## src/rtl/tvip_axi_types_pkg.sv

```systemverilog
// Shared AXI burst encodings, sequencer state type and small pack/unpack helpers
// used by the burst sequencer and its address calculator.
package tvip_axi_types_pkg;

  localparam int TVIP_AXI_4KB_BOUNDARY = 4096;

  typedef enum logic [2:0] {
    TVIP_AXI_BURST_SIZE_1_BYTE    = 3'd0,
    TVIP_AXI_BURST_SIZE_2_BYTES   = 3'd1,
    TVIP_AXI_BURST_SIZE_4_BYTES   = 3'd2,
    TVIP_AXI_BURST_SIZE_8_BYTES   = 3'd3,
    TVIP_AXI_BURST_SIZE_16_BYTES  = 3'd4,
    TVIP_AXI_BURST_SIZE_32_BYTES  = 3'd5,
    TVIP_AXI_BURST_SIZE_64_BYTES  = 3'd6,
    TVIP_AXI_BURST_SIZE_128_BYTES = 3'd7
  } tvip_axi_burst_size;

  typedef enum logic [1:0] {
    TVIP_AXI_FIXED_BURST        = 2'b00,
    TVIP_AXI_INCREMENTING_BURST = 2'b01,
    TVIP_AXI_WRAPPING_BURST     = 2'b10
  } tvip_axi_burst_type;

  typedef logic [7:0] tvip_axi_burst_length;

  typedef enum logic {
    SEQ_IDLE   = 1'b0,
    SEQ_ACTIVE = 1'b1
  } tvip_axi_seq_state;

  function automatic int unsigned unpack_burst_size(input logic [2:0] size);
    return 32'd1 << size;
  endfunction

  function automatic logic [2:0] pack_burst_size(input int unsigned bytes);
    return 3'($clog2(bytes));
  endfunction

  function automatic int unsigned unpack_burst_length(input tvip_axi_burst_length length);
    return {24'd0, length} + 32'd1;
  endfunction

  function automatic tvip_axi_burst_length pack_burst_length(input int unsigned beats);
    return tvip_axi_burst_length'(beats - 32'd1);
  endfunction

endpackage

```

## src/rtl/tvip_axi_beat_address_calc.sv

```systemverilog
// Combinational beat address step (FIXED/INCR/WRAP) and byte-lane strobe for the
// resulting address. With advance_i low the current address passes through.
module tvip_axi_beat_address_calc
  import tvip_axi_types_pkg::*;
#(
  parameter int ADDRESS_WIDTH = 32,
  parameter int DATA_WIDTH    = 64
) (
  input  logic [ADDRESS_WIDTH-1:0] cur_address_i,
  input  logic                     advance_i,
  input  logic [2:0]               size_i,
  input  logic [1:0]               burst_i,
  input  logic [ADDRESS_WIDTH-1:0] wrap_lo_i,
  input  logic [ADDRESS_WIDTH-1:0] wrap_bytes_i,
  output logic [ADDRESS_WIDTH-1:0] beat_address_o,
  output logic [DATA_WIDTH/8-1:0]  beat_strobe_o
);

  localparam int DATA_BYTES = DATA_WIDTH / 8;
  localparam logic [ADDRESS_WIDTH-1:0] LANE_MASK = ADDRESS_WIDTH'(DATA_BYTES - 1);

  logic [ADDRESS_WIDTH-1:0] bytes;
  logic [ADDRESS_WIDTH-1:0] step_address;
  logic [ADDRESS_WIDTH-1:0] next_address;
  logic [ADDRESS_WIDTH-1:0] lane_lo;
  logic [ADDRESS_WIDTH-1:0] lane_hi;

  always_comb begin
    bytes        = ADDRESS_WIDTH'(1) << size_i;
    step_address = cur_address_i + bytes;
    next_address = (cur_address_i & ~(bytes - ADDRESS_WIDTH'(1))) + bytes;
    case (burst_i)
      TVIP_AXI_FIXED_BURST:    next_address = cur_address_i;
      TVIP_AXI_WRAPPING_BURST: next_address = (step_address == wrap_lo_i + wrap_bytes_i)
                                              ? wrap_lo_i : step_address;
      default:                 next_address = (cur_address_i & ~(bytes - ADDRESS_WIDTH'(1))) + bytes;
    endcase
    beat_address_o = advance_i ? next_address : cur_address_i;

    // Lanes run from the beat's own offset up to the end of its size-aligned group.
    lane_lo = beat_address_o & LANE_MASK;
    lane_hi = ((beat_address_o & ~(bytes - ADDRESS_WIDTH'(1))) & LANE_MASK) + bytes - ADDRESS_WIDTH'(1);
    beat_strobe_o = '0;
    for (int i = 0; i < DATA_BYTES; i++) begin
      beat_strobe_o[i] = (ADDRESS_WIDTH'(i) >= lane_lo) && (ADDRESS_WIDTH'(i) <= lane_hi);
    end
  end

endmodule

```

## src/rtl/tvip_axi_burst_sequencer.sv

```systemverilog
// Turns one AXI4 burst command into registered per-beat address/strobe/LAST,
// dropping and flagging commands that break burst legality rules.
module tvip_axi_burst_sequencer
  import tvip_axi_types_pkg::*;
#(
  parameter int ID_WIDTH      = 4,
  parameter int ADDRESS_WIDTH = 32,
  parameter int DATA_WIDTH    = 64
) (
  input  logic                     aclk,
  input  logic                     areset_n,
  input  logic                     cmd_valid,
  output logic                     cmd_ready,
  input  logic [ID_WIDTH-1:0]      cmd_id,
  input  logic [ADDRESS_WIDTH-1:0] cmd_address,
  input  logic [7:0]               cmd_length,
  input  logic [2:0]               cmd_size,
  input  logic [1:0]               cmd_burst,
  output logic                     cmd_error,
  output logic                     beat_valid,
  input  logic                     beat_ready,
  output logic [ID_WIDTH-1:0]      beat_id,
  output logic [ADDRESS_WIDTH-1:0] beat_address,
  output logic [7:0]               beat_index,
  output logic [DATA_WIDTH/8-1:0]  beat_strobe,
  output logic                     beat_last,
  output logic                     busy
);

  localparam int DATA_BYTES    = DATA_WIDTH / 8;
  localparam int SIZE_MAX      = $clog2(DATA_BYTES);
  localparam int BOUNDARY_BITS = $clog2(TVIP_AXI_4KB_BOUNDARY);

  // Handshakes: a transfer happens on a rising aclk edge where valid && ready;
  // beat_* stay stable while beat_valid && !beat_ready.
  tvip_axi_seq_state state_q, state_d;

  logic                     valid_q, last_q, error_q;
  logic [ID_WIDTH-1:0]      id_q;
  logic [ADDRESS_WIDTH-1:0] addr_q, wrap_lo_q, wrap_bytes_q;
  logic [7:0]               index_q, length_q;
  logic [2:0]               size_q;
  logic [1:0]               burst_q;
  logic [DATA_BYTES-1:0]    strobe_q;

  logic                     accept, illegal, load, beat_step, beat_done;
  logic [ADDRESS_WIDTH-1:0] cmd_bytes, cmd_total_bytes, cmd_aligned, cmd_wrap_lo;
  logic [ADDRESS_WIDTH:0]   incr_first, incr_end;
  logic [8:0]               cmd_beats;
  logic                     crosses_4kb, wrap_len_ok, wrap_unaligned, size_too_big;
  logic [ADDRESS_WIDTH-1:0] calc_address;
  logic [DATA_BYTES-1:0]    calc_strobe;

  always_comb begin
    cmd_bytes       = ADDRESS_WIDTH'(1) << cmd_size;
    cmd_beats       = {1'b0, cmd_length} + 9'd1;
    cmd_total_bytes = ADDRESS_WIDTH'(cmd_beats) << cmd_size;
    cmd_aligned     = cmd_address & ~(cmd_bytes - ADDRESS_WIDTH'(1));
    cmd_wrap_lo     = cmd_address & ~(cmd_total_bytes - ADDRESS_WIDTH'(1));
    incr_first      = {1'b0, cmd_aligned};
    incr_end        = incr_first + {1'b0, cmd_total_bytes} - (ADDRESS_WIDTH+1)'(1);
    crosses_4kb     = (incr_end >> BOUNDARY_BITS) != (incr_first >> BOUNDARY_BITS);
    wrap_len_ok     = cmd_length inside {8'd1, 8'd3, 8'd7, 8'd15};
    wrap_unaligned  = (cmd_address & (cmd_bytes - ADDRESS_WIDTH'(1))) != '0;
    size_too_big    = int'(cmd_size) > SIZE_MAX;
    illegal = (cmd_burst == 2'b11) || size_too_big
           || ((cmd_burst == TVIP_AXI_WRAPPING_BURST) && (!wrap_len_ok || wrap_unaligned))
           || ((cmd_burst == TVIP_AXI_FIXED_BURST) && (cmd_length > 8'd15))
           || ((cmd_burst == TVIP_AXI_INCREMENTING_BURST) && crosses_4kb);
  end

  assign beat_done = valid_q && beat_ready && last_q;
  assign beat_step = valid_q && beat_ready && !last_q;
  assign cmd_ready = (state_q == SEQ_IDLE) || beat_done;
  assign accept    = cmd_valid && cmd_ready;
  assign load      = accept && !illegal;

  always_comb begin
    state_d = state_q;
    case (state_q)
      SEQ_IDLE:   if (load) state_d = SEQ_ACTIVE;
      SEQ_ACTIVE: if (beat_done && !load) state_d = SEQ_IDLE;
      default:    state_d = SEQ_IDLE;
    endcase
  end

  always_ff @(posedge aclk) begin
    if (!areset_n) state_q <= SEQ_IDLE;
    else           state_q <= state_d;
  end

  // On load the calculator passes cmd_address through to get beat 0's strobe.
  tvip_axi_beat_address_calc #(
    .ADDRESS_WIDTH (ADDRESS_WIDTH),
    .DATA_WIDTH    (DATA_WIDTH)
  ) u_calc (
    .cur_address_i  (load ? cmd_address : addr_q),
    .advance_i      (!load),
    .size_i         (load ? cmd_size : size_q),
    .burst_i        (burst_q),
    .wrap_lo_i      (wrap_lo_q),
    .wrap_bytes_i   (wrap_bytes_q),
    .beat_address_o (calc_address),
    .beat_strobe_o  (calc_strobe)
  );

  always_ff @(posedge aclk) begin
    if (!areset_n) begin
      valid_q      <= 1'b0;
      last_q       <= 1'b0;
      error_q      <= 1'b0;
      id_q         <= '0;
      addr_q       <= '0;
      wrap_lo_q    <= '0;
      wrap_bytes_q <= '0;
      index_q      <= '0;
      length_q     <= '0;
      size_q       <= '0;
      burst_q      <= '0;
      strobe_q     <= '0;
    end else begin
      error_q <= accept && illegal;
      if (load) begin
        valid_q      <= 1'b1;
        id_q         <= cmd_id;
        length_q     <= cmd_length;
        size_q       <= cmd_size;
        burst_q      <= cmd_burst;
        wrap_lo_q    <= cmd_wrap_lo;
        wrap_bytes_q <= cmd_total_bytes;
        addr_q       <= calc_address;
        strobe_q     <= calc_strobe;
        index_q      <= 8'd0;
        last_q       <= (cmd_length == 8'd0);
      end else if (beat_step) begin
        addr_q   <= calc_address;
        strobe_q <= calc_strobe;
        index_q  <= index_q + 8'd1;
        last_q   <= ((index_q + 8'd1) == length_q);
      end else if (beat_done) begin
        valid_q <= 1'b0;
        last_q  <= 1'b0;
      end
    end
  end

  assign cmd_error    = error_q;
  assign beat_valid   = valid_q;
  assign beat_id      = id_q;
  assign beat_address = addr_q;
  assign beat_index   = index_q;
  assign beat_strobe  = strobe_q;
  assign beat_last    = last_q;
  assign busy         = (state_q == SEQ_ACTIVE);

endmodule
```

## config.mk

```make
export PLATFORM = sky130hd
export DESIGN_NAME = tvip_axi_burst_sequencer
export DESIGN_NICKNAME = d
export VERILOG_FILES = /design/src/rtl/tvip_axi_types_pkg.sv /design/src/rtl/tvip_axi_beat_address_calc.sv /design/src/rtl/tvip_axi_burst_sequencer.sv
export SDC_FILE = /design/constraint.sdc
export NUM_CORES = 1
export LEC_CHECK = 0
export ABC_AREA = 1
export BUFFER_PORTS_ARGS = -buffer_cell sky130_fd_sc_hd__buf_2
export CORE_ASPECT_RATIO = 1.25
export CORE_MARGIN = 2
export CORE_UTILIZATION = 40
export DETAILED_ROUTE_END_ITERATION = 10
export GPL_TIMING_DRIVEN = 0
export PLACE_DENSITY = 0.67
export SLEW_MARGIN = 20
export SYNTH_ARGS = -nofsm -noshare
export SYNTH_HDL_FRONTEND = slang
export SYNTH_SLANG_ARGS = --single-unit
```

## constraint.sdc

```tcl
create_clock -name aclk -period 22.5 [get_ports aclk]
set_clock_uncertainty 0.1 [all_clocks]
set_input_delay 4.5 -clock aclk [delete_from_list [all_inputs] [get_ports aclk]]
set_output_delay 4.5 -clock aclk [all_outputs]
set_load 0.03 [all_outputs]
```

* Word-level counts from Yosys, hierarchy flattened
Index checks and enable logic that the tools add are counted.
** Cells by class
- Add/subtract/negate cells :: 12
- Magnitude comparators :: 18
- Equal/unequal tests :: 12
- Shift operators :: 3
- Muxes and demuxes :: 17
- Bitwise logic cells :: 10
- Reductions and logical operators :: 38
** Operators by type and width (number)
- 32-bit two-way mux :: 5
- 32-bit bitwise AND :: 4
- 3-bit by 32-bit <= comparator with 1-bit output, first input constant :: 4
- 32-bit by 1-bit subtractor with 32-bit output, second input constant :: 4
- 32-bit adder :: 3
- 32-bit inverter :: 3
- 1-bit by 32-bit <= comparator with 1-bit output, first input constant :: 2
- 2-bit by 32-bit <= comparator with 1-bit output, first input constant :: 2
- 32-bit one-hot mux with 2 select lines :: 1
- 1-bit by 3-bit left shift with 32-bit output, first input constant :: 2
- 32-bit by 32-bit adder with 33-bit output :: 1
- 33-bit by 1-bit subtractor with 33-bit output, second input constant :: 1
- 3-bit by 32-bit adder with 32-bit output :: 1
- 32-bit == test :: 1
- 32-bit nonzero test :: 1
- 9-bit by 3-bit left shift with 32-bit output :: 1
- 21-bit by 20-bit inequality test with 1-bit output :: 1
- 1-bit logical AND :: 18
- 8-bit two-way mux :: 2
- 3-bit >= comparator, first input constant :: 4
- 8-bit by 1-bit adder with 9-bit output, second input constant :: 1
- 8-bit by 1-bit adder with 8-bit output, second input constant :: 1
- 8-bit by 1-bit == test with 1-bit output, second input constant :: 1
- 8-bit by 2-bit == test with 1-bit output, second input constant :: 1
- other kinds (24) :: 45
** Word-level totals
- Register bits :: 133
- Logic and storage cells :: 123

* Longest topological paths before layout
Gate-level depths: netlist of the first run.
- Depth in word-level cells :: 26
- Depth in mapped cells :: 84

* Hierarchy
A second synthesis of the first run with hierarchy kept.
** Unflattened totals
- Cell total of the unflattened synthesis :: 2963
- Area total of the unflattened synthesis :: 16201.8 um^2
** By module, submodules not included
- tvip_axi_burst_sequencer :: instances 1, cells each 1577, area each 9208.8 um^2, sequential area each 2342.2 um^2
- tvip_axi_beat_address_calc :: instances 1, cells each 1386, area each 6993.0 um^2, sequential area each 0.0 um^2

* Worst setup path before layout of the first run
No wires, ideal clock.
- Path kind :: input port to flip-flop
- From :: in cmd_length[0]
- To :: reg strobe_q[5], in the netlist beat_strobe[5]
- Library setup time :: 128 ps
- Data arrival time :: 13422 ps
- Required time :: 22272 ps
- Setup slack :: 8849 ps
- Stages :: 77
- Path buffers :: 4
- Cells stage by stage :: ha_1 nand2_1 nor2_1 nand4_1 nor2_1 inv_1 nor2_1 o21ai_0 or2_2 o21ai_0 inv_1 ha_1 inv_1 ha_1 nand2_1 inv_1 nand2_1 nor3_1 [... 41 more ...] nand3_1 nand2_1 inv_1 ha_1 inv_1 fa_1 nand3b_1 and2_1 inv_1 a21oi_1 o21ai_0 nor2_1 a2111oi_0 nand2_1 nor2_1 nand2_1 nand2_1 a21oi_1
** On the way
- Word-level cells in the longest chain between the ends :: 25
** RTL lines
- start: declaration :: line tvip_axi_burst_sequencer.sv:16 : input logic [7:0] cmd_length,
- parallel branches: the longest is 7 deep, another holds 32-bit by 32-bit adder with 33-bit output
- 1-bit logical OR * :: line tvip_axi_burst_sequencer.sv:69 : || ((cmd_burst == TVIP_AXI_INCREMENTING_BURST) && crosses_4kb);
- 1-bit logical NOT * :: line tvip_axi_burst_sequencer.sv:76 : assign load = accept && !illegal;
- 1-bit logical AND * :: line tvip_axi_burst_sequencer.sv:76
- 3-bit two-way mux
- 1-bit by 3-bit left shift with 32-bit output :: line tvip_axi_beat_address_calc.sv:29 : bytes = ADDRESS_WIDTH'(1) << size_i;
- 32-bit by 1-bit subtractor with 32-bit output
- 32-bit inverter :: line tvip_axi_beat_address_calc.sv:36 : default: next_address = (cur_address_i & ~(bytes - ADDRESS_WIDTH'(1))) + bytes;
- [... 3 more ...]
- 32-bit two-way mux :: line tvip_axi_beat_address_calc.sv:38 : beat_address_o = advance_i ? next_address : cur_address_i;
- 3-bit bitwise AND :: line tvip_axi_beat_address_calc.sv:42 : lane_hi = ((beat_address_o & ~(bytes - ADDRESS_WIDTH'(1))) & LANE_MASK) + bytes - ADDRESS_WIDTH'(1);
- 3-bit by 32-bit adder with 32-bit output :: line tvip_axi_beat_address_calc.sv:42
- 32-bit by 1-bit subtractor with 32-bit output :: line tvip_axi_beat_address_calc.sv:42
- 3-bit by 32-bit <= comparator with 1-bit output :: line tvip_axi_beat_address_calc.sv:45 : beat_strobe_o[i] = (ADDRESS_WIDTH'(i) >= lane_lo) && (ADDRESS_WIDTH'(i) <= lane_hi);
- 1-bit logical AND :: line tvip_axi_beat_address_calc.sv:45
- 8-bit two-way mux :: line tvip_axi_burst_sequencer.sv:135 : end else if (beat_step) begin
- 8-bit two-way mux :: line tvip_axi_burst_sequencer.sv:123 : if (load) begin
- end signal: assignment :: line tvip_axi_burst_sequencer.sv:132 : strobe_q <= calc_strobe;
- end signal: assignment :: line tvip_axi_burst_sequencer.sv:137 : strobe_q <= calc_strobe;
- end: declaration :: line tvip_axi_burst_sequencer.sv:44 : logic [DATA_BYTES-1:0] strobe_q;
Every way passes the cells marked *. The select of a mux whose other input is x is not followed.
A chain may end at the register's enable or synchronous reset.

* Worst setup path after layout of the first run
Same ends and word-level chain as after synthesis.

==> results.yml, run 1 <==
outcome:
  run_status: "finished, final reports clean"
timing:
  maxSlewViolCount: 0
  fmax_ghz: 0.0599
  fin_setup_tns_ns: 0
  timing.slew.headroom: 0.382
  final_clock_period_utilization_by_the_worst_path: 0.742
  finalWorstPathRequiredPeriod_ns: 16.68
  grt_setup_unrepaired: "no"
  finalSetupViolations: 0
  hold_viol_final: 0
  timing_worst_slew_pin_value_ns: 0.923
global_routing:
  grt_start_max_net_pins: 17
  antenna_found_initial: 1
  global_routing_met1_resource_utilization: 0.366
  overflow: 0
  busiest_layer: "met2"
  use_met2: 0.550
  gr-usage-met3: 0.0302
  number_of_global_route_vias_before_repair: 15500
  track_usage: 0.310
  grt_first_pass_wirelength_um: 85300
detailed_routing:
  drt-vias-per-instance: 5.36
  detailedRoute.firstPassIterationCount: 6
  routed_wirelength_um: 56700
  drc_violations_left: 0
  vias: 16100
  wl_cell_um: 18.8
  detailedRoute.firstIterationViolations: 1361
  ant_nets: 0
setup_path:
  launching_element_type_of_the_critical_path: "input port"
  crit_path_frequent_cell: "nand2_1"
  slowest_stage: "a2111oi_0"
  max_stage_delay_ns: 0.74
  timing_worst_setup_path_type: "input port to flip-flop"
  critPathMaxFanout: 10
  reg2regPathDepth: 51
  timing.critical_path.to_type: "flip-flop"
  timing.critical_path.required_ns: 22.69
  arrival_worst_endpoint_ns: 16.87
cts:
  h-tree-depth: 4
  tritoncts: "yes"
  postCtsResizedCells: 0
  path_clk_slew_ns: 0.06
  clock_path_buffers: 2
  cts_made_buffers: 17
  numClockSinks: 117
  quantity_of_hold_fixing_buffers_added_after_cts: 0
  clkLatencyLatePin_ns: 0.43
  cts-root-buf: "clkbuf_16"
  post-cts-setup-buffers: 0
finish:
  postLayoutCoreUtil: 0.456
  post_route_cells_drive_above_1_share: 0.101
  fin_cells: 3010
  num_antenna_cells: 0
  layout.nets: 2679
  area_delta_synth_final_pct: 12.5
floorplanning:
  die-width_um: 171
  floorplan.initialDensity: 0.405
  die_height_um: 213
  io-pin-count: 110
  core_area_mm2: 0.0344
  design.die.area_mm2: 0.0364
  rows: 76
logic_synthesis:
  synth_enable_flop_cells: 0
  syn_inst: 2403
  synth_flop_cell: "dfxtp_1"
  post_synth_instance_area_mm2: 0.0140
  mean_instance_size_in_the_synthesized_netlist_um2: 5.81
  synth-seq-area-share: 0.168
  synth.ff_latch_count: 117
  synthesis.nets: 2552
  synthDistinctLibCells: 62
  synth_warnings: 0
  async_reset_ff_frac: 0
worst_hold_path:
  min_path_type: "flip-flop to flip-flop"
  whs_path_depth: 2
flow_run:
  cap_violations: 0
placement:
  io_buffers: 108
  total_placed_cells_including_tap_cells: 2979
  gp_congestion: 0.991
  post-dp-hpwl_um: 48000
power_and_ir_drop:
  leakage_nw: 7.57
  power.density_mw_per_mm2: 51.1
  vdd_drop_max_v: 0.0000457
==> synth_stat cells (all sizes together) (2+ instances only) <==
cell type    number  share of area
and2              4         0.0019
inv             377           0.10
xnor2            22          0.014
a31oi            16         0.0072
nand3           167          0.063
o21a              3         0.0016
nand3b           22          0.012
buf              24          0.012
fa                2         0.0029
dlygate4sd1       3         0.0019
or2               6         0.0027
xor2             68          0.043
xnor3             4         0.0065
o22ai            19         0.0085
nor2            257          0.075
o211ai           18         0.0097
nand2           662           0.18
o2111ai           2         0.0013
o221ai            7         0.0044
dfxtp           117           0.17
nor3             35          0.013
a211oi           11         0.0063
clkinv            5         0.0013
ha               94          0.084
o32ai             4         0.0025
o21bai            6         0.0032
nor3b             2         0.0011
nand4            26          0.012
clkbuf           38          0.010
nor4             13         0.0063
o21ai           185          0.069
and3              2        0.00090
a21oi           169          0.062
a21o              4         0.0022
==> power breakdown <==
group	switching (W)	internal, W
combinational	0.000197	0.0000927
sequential	0.00000640	0.000215
clock	0.0000992	0.000193
total	0.000303	0.000500
==> logic make-up (layout without fill, tap and decap cells) <==
kind of cell | after synthesis | after routing | share of synthesized area
AO/OA/AOI/OAI | 452 | 452 | 0.183
multiplexers | 1 | 1 | 0.000717
flip-flops | 117 | 117 | 0.168
adder cells (fa/ha/maj) | 96 | 96 | 0.0872
XOR/XNOR | 94 | 94 | 0.0630
AND/OR/NAND/NOR | 1196 | 1196 | 0.371
buffers and inverters | 447 | 586 | 0.127
==> area by class of cell <==
type | count | area (um^2)
Fill cell | 3796 | 18700
Multi-Input combinational cell | 1839 | 9830
Sequential cell | 117 | 2340
Inverter | 382 | 1430
Tap cell | 468 | 586
Timing Repair Buffer | 108 | 541
Clock buffer | 22 | 474
Buffer | 65 | 343
Clock inverter | 9 | 150
==> through the flow <==
step	hold WS (ns)	area [um^2]	power [W]	worst slack, ns
2_1_floorplan	0.323	14000	0.000428	8.85
3_3_place_gp	0.333	15100	0.000508	5.75
3_5_place_dp	0.333	15100	0.000510	5.56
4_1_cts	0.344	15700	0.000799	5.96
5_1_grt	0.358	15700	0.000845	4.89
6_report	0.347	15700	0.000803	5.82
==> worst max-delay path: cells and delay by family <==
| family | cells | cell delay (ns) |
|---|---|---|
| buffers and inverters | 15 | 2.03 |
| and+or+nand+nor | 45 | 6.86 |
| adders and majority gates | 6 | 1.76 |
| AOI/OAI and AO/OA | 8 | 1.72 |
==> sequential cells by signal, summed over array words and instances (netlist names) <==
register / cells
beat_address: 32
beat_id: 4
beat_index: 8
beat_last: 1
beat_strobe: 8
beat_valid: 1
burst_q: 2
busy: 1
cmd_error: 1
length_q: 8
size_q: 3
wrap_bytes_q: 16
wrap_lo_q: 32
==> cell usage in the layout (no fill, tap or decap), types with 26 or more instances in the layout <==
cell type,instances
nand2_2,27
a21oi_1,165
xor2_1,68
buf_2,118
nand3_1,163
nand2_1,633
o21ai_0,152
nor2_1,239
dfxtp_1,117
nor3_1,33
nand4_1,26
clkbuf_1,40
inv_1,352
o21ai_1,28
ha_1,94
==> worst paths after layout <==
kind                                       start          endpoint  slack, ns
worst min register to register  wrap_bytes_q[12]  wrap_bytes_q[12]       0.35
worst max-delay path               cmd_length[0]    beat_strobe[5]       5.82
worst max register to register        beat_valid    beat_strobe[5]      13.25
worst min-delay path            wrap_bytes_q[12]  wrap_bytes_q[12]       0.35
==> layer usage <==
metal | wire (um) | share of wire
met2 | 27400 | 0.48
met1 | 22700 | 0.40
met3 | 3310 | 0.058
met5 | 0 | 0
met4 | 3300 | 0.058
Note: power is estimated with default switching activity, not from simulation.
==> run 2, diff against run 1 <==
- ABC_AREA: 1 -> 0
- clock period: 22.5 -> 15.55 ns (I/O delays scaled with it)
==> run 2 against run 1 <==
Area after synthesis rose by 11%; clock power is 34% higher; synthesized cell count decreased by 6.2%; largest cell class unchanged.
==> results.yml, run 2 <==
global_routing:
  number_of_global_route_vias_before_repair: 17700
  track_usage: 0.369
  antenna_found_initial: 0
  grt_first_pass_wirelength_um: 112000
  overflow: 0
  grt_start_max_net_pins: 20
cts:
  clkLatencyLatePin_ns: 0.47
  path_clk_slew_ns: 0.06
  numClockSinks: 117
  h-tree-depth: 4
  tritoncts: "yes"
  cts_made_buffers: 17
  clock_path_buffers: 2
  cts-root-buf: "clkbuf_16"
setup_path:
  timing_worst_setup_path_type: "input port to flip-flop"
  arrival_worst_endpoint_ns: 15.50
  launching_element_type_of_the_critical_path: "input port"
  timing.critical_path.required_ns: 15.79
  reg2regPathDepth: 57
  timing.critical_path.to_type: "flip-flop"
  critPathMaxFanout: 10
  slowest_stage: "or4_4"
  max_stage_delay_ns: 0.54
  crit_path_frequent_cell: "nor2_1"
finish:
  mostFrequentLayoutCell: "nand2_1"
  finalInstanceArea_mm2: 0.0185
  num_antenna_cells: 0
  fin_cells: 2918
  area_delta_synth_final_pct: 20.3
  mostFrequentLayoutCells: "nand2_1, nor2_1, a21oi_1"
  layout.nets: 2562
  post_route_cells_drive_above_1_share: 0.170
detailed_routing:
  routed_wirelength_um: 76800
  wl_cell_um: 26.3
  ant_nets: 0
  highest-signal-layer: "met4"
  detailedRoute.firstPassIterationCount: 8
  detailedRoute.firstIterationViolations: 2251
  drt-vias-per-instance: 6.48
  length_of_routed_wiring_on_met1_um: 29800
  drc_violations_left: 0
  met3_wirelength_um: 6540
  met2WireLength_um: 34700
  vias: 18900
floorplanning:
  rows: 80
  die-width_um: 180
  floorplan.initialDensity: 0.404
  design.die.area_mm2: 0.0401
  die_height_um: 223
  io-pin-count: 110
  core_area_mm2: 0.0381
placement:
  gp_congestion: 1.01
  io_buffers: 90
  post-dp-hpwl_um: 60400
  total_placed_cells_including_tap_cells: 2838
  placement.cell_area_mm2: 0.0165
timing:
  fmax_ghz: 0.0656
  hold_viol_final: 0
  timing.slew.headroom: 0.207
  timing_worst_slew_pin_value_ns: 1.19
  finalWorstPathRequiredPeriod_ns: 15.25
  finalSetupViolations: 0
  maxSlewViolCount: 0
  final_clock_period_utilization_by_the_worst_path: 0.981
logic_synthesis:
  synth_enable_flop_cells: 0
  synth_flop_cell: "dfxtp_1"
  synth_warnings: 0
  syn_inst: 2255
  synth.ff_latch_count: 117
  synth_most_common_cell: "nand2_1"
  post_synth_main_area_contributors: "dfxtp_1, nand2_1, ha_1"
  share_of_the_synthesized_area_in_the_top_cell_type: 0.152
  post_synth_instance_area_mm2: 0.0154
  async_reset_ff_frac: 0
  synth-seq-area-share: 0.152
  synthDominantAreaCellType: "dfxtp_1"
  synth_common_cells: "nand2_1, a21oi_1, nor2_1, dfxtp_1, xnor2_1"
  synthesis.nets: 2404
  mean_instance_size_in_the_synthesized_netlist_um2: 6.84
  synthDistinctLibCells: 100
worst_hold_path:
  min_path_type: "flip-flop to flip-flop"
  whs_path_depth: 2
flow_run:
  cap_violations: 0
power_and_ir_drop:
  leakage_nw: 7.58
  power.density_mw_per_mm2: 64.2
  vdd_drop_max_v: 0.0000531
outcome:
  run_status: "finished, final reports clean"
run 2: changes by cell type in the layout (fill, tap and decap cells not counted), moves of 22 or more:
cell / before / now
a21o_1: 4 / 29
buf_4: 3 / 70
nand2_1: 633 / 305
nor2_1: 239 / 174
inv_1: 352 / 96
xnor2_1: 22 / 111
and3_1: 2 / 44
mux2i_1: 1 / 55
clkbuf_1: 40 / 78
o21ai_0: 152 / 92
or3_1: 0 / 22
nand3_1: 163 / 108
run 2: cells by family after synthesis:
family,synth area share
fa+ha+maj,0.0802
compound gates,0.270
buf+inv,0.0640
xor+xnor,0.0984
mux,0.0477
flops,0.152
simple gates,0.288
run 2: repair_timing:
| item | CTS | global route |
|---|---|---|
| endpoints found under the setup margin | 40 | 7 |
| resized for setup | 162 | 122 |
| hold buffers | 0 | 0 |
| buffers inserted | 27 | 39 |
| pin swaps | 22 | 45 |
run 2: power breakdown:
group | leakage (nW) | switching (W) | internal (W)
clock | 0.275 | 0.000182 | 0.000210
sequential | 0.945 | 0.00000684 | 0.000305
combinational | 6.36 | 0.000312 | 0.000175
total | 7.58 | 0.000500 | 0.000690
run 2: metrics by stage:
stage	utilization	hold WS (ns)	worst slack, ns	setup TNS [ns]	power [W]
after global routing	0.486	0.373	-0.0944	-0.135	0.00123
after global placement	0.433	0.337	-5.32	-119.11	0.000723
after detailed placement	0.433	0.345	-5.18	-110.32	0.000725
final	0.486	0.352	0.296	0	0.00119
after floorplan	-	0.336	0.0667	0	0.000597
after CTS	0.466	0.354	0.000295	0	0.00114
run 2: critical path: cells and delay by family:
| family | cells | cell delay (ns) |
|---|---|---|
| simple gates | 26 | 4.36 |
| mux | 2 | 0.23 |
| compound gates | 16 | 3.08 |
| buf+inv | 20 | 2.87 |
| fa+ha+maj | 6 | 1.77 |
run 2: worst paths after layout:
| path | from | endpoint | slack [ns] |
|---|---|---|---|
| min | beat_id[3] | beat_id[3] | 0.35 |
| max reg2reg | beat_last | beat_strobe[1] | 5.37 |
| max | cmd_size[1] | beat_strobe[1] | 0.30 |
| min reg2reg | beat_id[3] | beat_id[3] | 0.35 |
run 2: cell type report:
class                      instances  area [um^2]
fill                            3913        19600
inverter                         103          389
clock inverter                    15          134
buffer                           127          791
tap                              492          616
multi-input combinational       1890        12900
sequential                       117         2340
timing repair buffer             157          987
clock buffer                      17          425
run 2: per-layer routing:
layer  track usage  vias to the layer above
met4         0.256                        0
li1              -                     8497
met1         0.450                     8983
met2         0.599                     1130
met5             0                        -
met3        0.0547                      287
